`src/rtl/dmem_arbiter.sv`:
```
// dmem_arbiter: two-port arbiter/sequencer sharing a single-port dmem, one transaction in flight.
// Build option: define DMEM_ARB_FIXED_PRIO_EN for fixed priority (port 0 always wins contention).
module dmem_arbiter #(
    parameter int width = 32
) (
    input  logic             clk,
    input  logic             reset,

    input  logic             p0_req_valid,
    output logic             p0_req_ready,
    input  logic             p0_req_we,
    input  logic [31:0]      p0_req_addr,
    input  logic [width-1:0] p0_req_wdata,
    output logic             p0_rsp_valid,
    input  logic             p0_rsp_ready,
    output logic [width-1:0] p0_rsp_rdata,

    input  logic             p1_req_valid,
    output logic             p1_req_ready,
    input  logic             p1_req_we,
    input  logic [31:0]      p1_req_addr,
    input  logic [width-1:0] p1_req_wdata,
    output logic             p1_rsp_valid,
    input  logic             p1_rsp_ready,
    output logic [width-1:0] p1_rsp_rdata,

    output logic [31:0]      mem_addr,
    output logic             mem_is_s_instr,
    output logic             mem_is_load,
    output logic [width-1:0] mem_src2_value,
    input  logic [width-1:0] mem_ld_data
);

    typedef enum logic [1:0] {
        IDLE   = 2'd0,
        ACCESS = 2'd1,
        RESP   = 2'd2
    } state_t;

    state_t           state;
    state_t           state_nxt;
    logic             grant_port;
    logic             accept;
    logic             rsp_done;

    logic             req_port_q;
    logic             req_we_q;
    logic [31:0]      req_addr_q;
    logic [width-1:0] req_wdata_q;
    logic [width-1:0] rsp_rdata_q;

    // grant_port: 0 selects port 0, 1 selects port 1; only meaningful when a request is present
`ifdef DMEM_ARB_FIXED_PRIO_EN
    always_comb begin
        grant_port = !p0_req_valid;
    end
`else
    logic last_grant;

    always_comb begin
        if (p0_req_valid && p1_req_valid) begin
            grant_port = ~last_grant;
        end else begin
            grant_port = !p0_req_valid;
        end
    end

    always_ff @(posedge clk) begin
        if (reset) begin
            last_grant <= 1'b1;
        end else if (accept) begin
            last_grant <= grant_port;
        end
    end
`endif

    // Every control output is forced low while reset is high, so an abandoned access never strobes.
    always_comb begin
        state_nxt      = state;
        accept         = 1'b0;
        rsp_done       = 1'b0;
        p0_req_ready   = 1'b0;
        p1_req_ready   = 1'b0;
        p0_rsp_valid   = 1'b0;
        p1_rsp_valid   = 1'b0;
        mem_is_s_instr = 1'b0;
        mem_is_load    = 1'b0;
        if (!reset) begin
            case (state)
                IDLE: begin
                    if (p0_req_valid || p1_req_valid) begin
                        accept       = 1'b1;
                        p0_req_ready = !grant_port;
                        p1_req_ready = grant_port;
                        state_nxt    = ACCESS;
                    end
                end
                ACCESS: begin
                    mem_is_s_instr = req_we_q;
                    mem_is_load    = !req_we_q;
                    state_nxt      = RESP;
                end
                RESP: begin
                    p0_rsp_valid = !req_port_q;
                    p1_rsp_valid = req_port_q;
                    rsp_done     = req_port_q ? p1_rsp_ready : p0_rsp_ready;
                    if (rsp_done) begin
                        state_nxt = IDLE;
                    end
                end
                default: begin
                    state_nxt = IDLE;
                end
            endcase
        end
    end

    always_ff @(posedge clk) begin
        if (reset) begin
            state <= IDLE;
        end else begin
            state <= state_nxt;
        end
    end

    // Request registers change only on accept; they also feed the dmem address/data pins.
    always_ff @(posedge clk) begin
        if (reset) begin
            req_port_q  <= 1'b0;
            req_we_q    <= 1'b0;
            req_addr_q  <= '0;
            req_wdata_q <= '0;
        end else if (accept) begin
            req_port_q  <= grant_port;
            req_we_q    <= grant_port ? p1_req_we    : p0_req_we;
            req_addr_q  <= grant_port ? p1_req_addr  : p0_req_addr;
            req_wdata_q <= grant_port ? p1_req_wdata : p0_req_wdata;
        end
    end

    // Load data is captured at the end of ACCESS and held through RESP.
    always_ff @(posedge clk) begin
        if (reset) begin
            rsp_rdata_q <= '0;
        end else if (state == ACCESS) begin
            rsp_rdata_q <= req_we_q ? '0 : mem_ld_data;
        end
    end

    assign mem_addr       = req_addr_q;
    assign mem_src2_value = req_wdata_q;
    assign p0_rsp_rdata   = req_port_q ? '0 : rsp_rdata_q;
    assign p1_rsp_rdata   = req_port_q ? rsp_rdata_q : '0;

endmodule

```
`config.mk`:
```
export PLATFORM = sky130hd
export DESIGN_NAME = dmem_arbiter
export DESIGN_NICKNAME = d
export VERILOG_FILES = /design/src/rtl/dmem_arbiter.sv
export SDC_FILE = /design/constraint.sdc
export NUM_CORES = 1
export LEC_CHECK = 0
export ABC_AREA = 1
export BUFFER_PORTS_ARGS = -buffer_cell sky130_fd_sc_hd__buf_2
export CAP_MARGIN = 20
export CORE_AREA = 3 3 117 119
export DETAILED_ROUTE_END_ITERATION = 6
export DIE_AREA = 0 0 120 122
export PLACE_DENSITY = 0.78
export SYNTH_ARGS = -nofsm -noshare
export SYNTH_HDL_FRONTEND = slang
export SYNTH_SLANG_ARGS = --single-unit
```
`constraint.sdc`:
```
create_clock -name clk -period 1.3 [get_ports clk]
set_input_delay 0.065 -clock clk [delete_from_list [all_inputs] [get_ports clk]]
set_output_delay 0.065 -clock clk [all_outputs]
set_load 0.1 [all_outputs]
```
==> run metrics <==
most frequent CP cell=buf_12; violated checks=negative setup slack; largest net degree at the start of global routing=62; Comb power frac=45.9%; Initial Utilization=41.13%; fraction of layout cells with a size suffix above 1=39.74%; fin area=between 9000 and 10,000 µm²; R2R cell count=6; # port buffers=301; Clk pwr share=23.4%; CTS max path bufs=2; fin cells=roughly 1,400; DR DRC count=0; Adder-Cell Fraction of Synth Area=0%; unrepaired setup endpoints after global routing=true; GR Overflow Total=0; Worst setup EP type=output pin; hpwl dp=between 10 and 15 mm; RD Place Congestion=0.8340; Post-DP Area=between 8000 and 9000 µm²; final hold vios=0; Critical Path AT=1410 ps; core box area=between 10,000 and 15,000 µm²; number of global-route vias before repair=6,399; most frequent cells in the layout=289 x nand2_1, 231 x buf_2, 164 x nand3_1, 145 x inv_1, 98 x dfxtp_1; peak supply drop=1455 µV; Clk pin slew, worst setup/hold paths=70 ps; initial antenna violation count=1; clock latency on the worst-skew pair=330 ps; Switching Fraction=45.34%; status=complete, but fails checks; combinational family with the most area after synthesis=simple AND/OR/NAND/NOR gates; Ports=around 300; DP Cell Count=1,313; startpoint types=flip-flop; CP Data Required Time=around 1200 ps; CTS tree=built; Final nets=about 1,400; max incr delay on CP=490 ps; PD cells=approximately 1300 nW/µm²; worst slew pin tran=520.7 ps; setup ws final=-175.5 ps; clk_skew=~5.2 ps; crit path max fanout=14; Synth Area in Compound Gates=less than 1%; total wire length=22.06 mm; worst reg2reg startpoint=state[1]$_SDFFE_PP0P_; Initial DRT Pass Iterations=6; final worst path period share=113.5%; Yosys reg bits=around 100; Num CTS Buffers=9; DRT iter0 DRCs=490; syn_nets=1,036; max_slew headroom=65.53%; Int Pwr=6.635 mW; Clk Tree Root Cell=clkbuf_16; height of the die=122 µm; P&R area growth vs syn=85.26%; wire per inst=~16 µm; GR Util All Layers=26.72%; synth unique cells=17; first-pass GRT wire length=31.80 mm; total clock sinks=101; H-Tree Depth=3; max cap viols=0; highest attainable clock frequency=677.8 MHz; static leakage=around 5 nW; worst r2r dst=mem_src2_value[13]$_SDFFE_PP0P_; Net Sw Power=5.504 mW; endpoints failing setup=69; Antenna Nets Post-Route=0; Die Span X=around 120 µm; crit-path cells=buf_12, nand2_2, clkinvlp_4, buf_12; Syn. warnings=0; Reg power frac=30.7%; Hold EP=mem_addr[3]$_SDFFE_PP0P_; Antenna diodes=0; Slew Limit Fails=0; num rows=about 40; Hold Crit Class=in2reg; Avg Synthesized Cell Area=roughly 6.0 µm²; register area share after synthesis=38.80%; Synth Area in XOR/XNOR=0%; mux share of post-synthesis cell area=0%; CP max-delay cell=dfxtp_4; commonest non-fill, non-tap cell in the layout=nand2_1; Hold Crit Depth=5; Cells after Synth=868; via count=6,744; crit path kind=reg2out; R2R setup slack=0 ps; fill count=877; hold slack=10.74 ps; Mapped Area=around 5200 µm²; HP Start=p0_req_addr[3]; routed vias/inst=4.852; simple-gate share of the synthesized area=42.38%; die footprint=14,640 µm²; Tmin final=roughly 1500 ps
## synthesized netlist by cell type
cell | n | area share [%]
nand3_2 | 1 | 0.19
a21oi_1 | 2 | 0.19
inv_1 | 179 | 13
nand3_1 | 165 | 16
nor3_1 | 1 | 0.096
inv_2 | 4 | 0.29
buf_6 | 5 | 1.1
nor2_2 | 2 | 0.24
buf_4 | 4 | 0.58
clkbuf_1 | 19 | 1.4
nand2_1 | 321 | 23
dfxtp_1 | 101 | 39
buf_1 | 3 | 0.22
buf_2 | 23 | 2.2
nor2_1 | 35 | 2.5
nor4_1 | 2 | 0.24
nand4_1 | 1 | 0.12
## per-layer routing
metal | vias up | track usage [%] | wire length (µm) | share of wire, %
li1 | 3253 | - | - | -
met4 | 2 | 9.950 | 701 | 3.2
met5 | - | 0 | 13 | 0.059
met2 | 375 | 48.61 | 11180 | 51
met3 | 55 | 5.200 | 1858 | 8.4
met1 | 3059 | 31.08 | 8310 | 38
## registers in the layout (all words and copies together) (netlist names)
name            cells
state               2
req_port_q          1
mem_src2_value     32
mem_addr           32
req_we_q            1
rsp_rdata_q        32
last_grant          1
## final cells by class
| cell class | count | area, µm² | share of cell area, % |
|---|---|---|---|
| timing repair buffer | 388 | 3643 | 37.74 |
| multi-input combinational | 530 | 2650 | 27.45 |
| sequential | 101 | 2031 | 21.03 |
| inverter | 183 | 800.8 | 8.294 |
| clock buffer | 13 | 271.5 | 2.812 |
| tap | 172 | 215.2 | 2.229 |
| clock inverter | 3 | 42.54 | 0.4406 |
## kinds of logic (layout without fill, tap and decap cells)
| group | after synthesis | count (layout) |
|---|---|---|
| AND/OR/NAND/NOR | 528 | 528 |
| buffers and inverters | 237 | 587 |
| flip-flops | 101 | 101 |
| AO/OA/AOI/OAI | 2 | 2 |
## power groups by stage
| stage | Sequential (mW) | Combinational (mW) | Clock [mW] |
|---|---|---|---|
| 2_1_floorplan | 5.73 | 1.80 | 0 |
| 3_3_place_gp | 3.74 | 5.04 | 0 |
| 3_5_place_dp | 3.74 | 5.09 | 0 |
| 4_1_cts | 3.70 | 5.38 | 2.85 |
| 5_1_grt | 3.77 | 5.82 | 2.96 |
| 6_report | 3.73 | 5.58 | 2.84 |
## worst max-delay path by stage
stage / slack [ps] / depth (start not counted) / endpoint / from
final: -180 / 4 / p1_rsp_rdata[10] / req_port_q$_SDFFE_PP0P_
after floorplan: -430 / 3 / p0_rsp_valid / req_port_q$_SDFFE_PP0P_
after CTS: -160 / 3 / p1_rsp_valid / state[0]$_SDFFE_PP0P_
after global routing: -210 / 5 / p1_req_ready / state[0]$_SDFFE_PP0P_
after detailed placement: 20 / 6 / mem_src2_value[13]$_SDFFE_PP0P_ / state[1]$_SDFFE_PP0P_
after global placement: 60 / 6 / mem_addr[18]$_SDFFE_PP0P_ / state[1]$_SDFFE_PP0P_
## through the flow
stage | setup WS [ps] | total power, mW | setup TNS (ps) | util [%]
finish | -175.5 | 12.14 | -8091 | 76.19
global route | -208.8 | 12.55 | -12730 | 76.19
CTS | -162.7 | 11.93 | -7876 | 74.14
detailed placement | 23.54 | 8.839 | 0 | 66.47
global placement | 63.09 | 8.775 | 0 | 66.47
floorplan | -430.3 | 7.534 | -4761 | -
## worst max-delay path, delay by kind of cell, from the launching register on
family	cells	cell delay [ps]
DFF	1	490
buffers and inverters	3	480
and+or+nand+nor	1	90
## repair_timing
| action | in CTS | in global routing |
|---|---|---|
| setup endpoints to repair | 62 | 151 |
| buffers inserted | 16 | 5 |
| pin swaps | 22 | 3 |
| hold buffers | 32 | 0 |
| hold endpoints to repair | 32 | 0 |
| resized for setup | 43 | 19 |
| cloned | 3 | 6 |
Note: power is estimated with default switching activity, not from simulation.
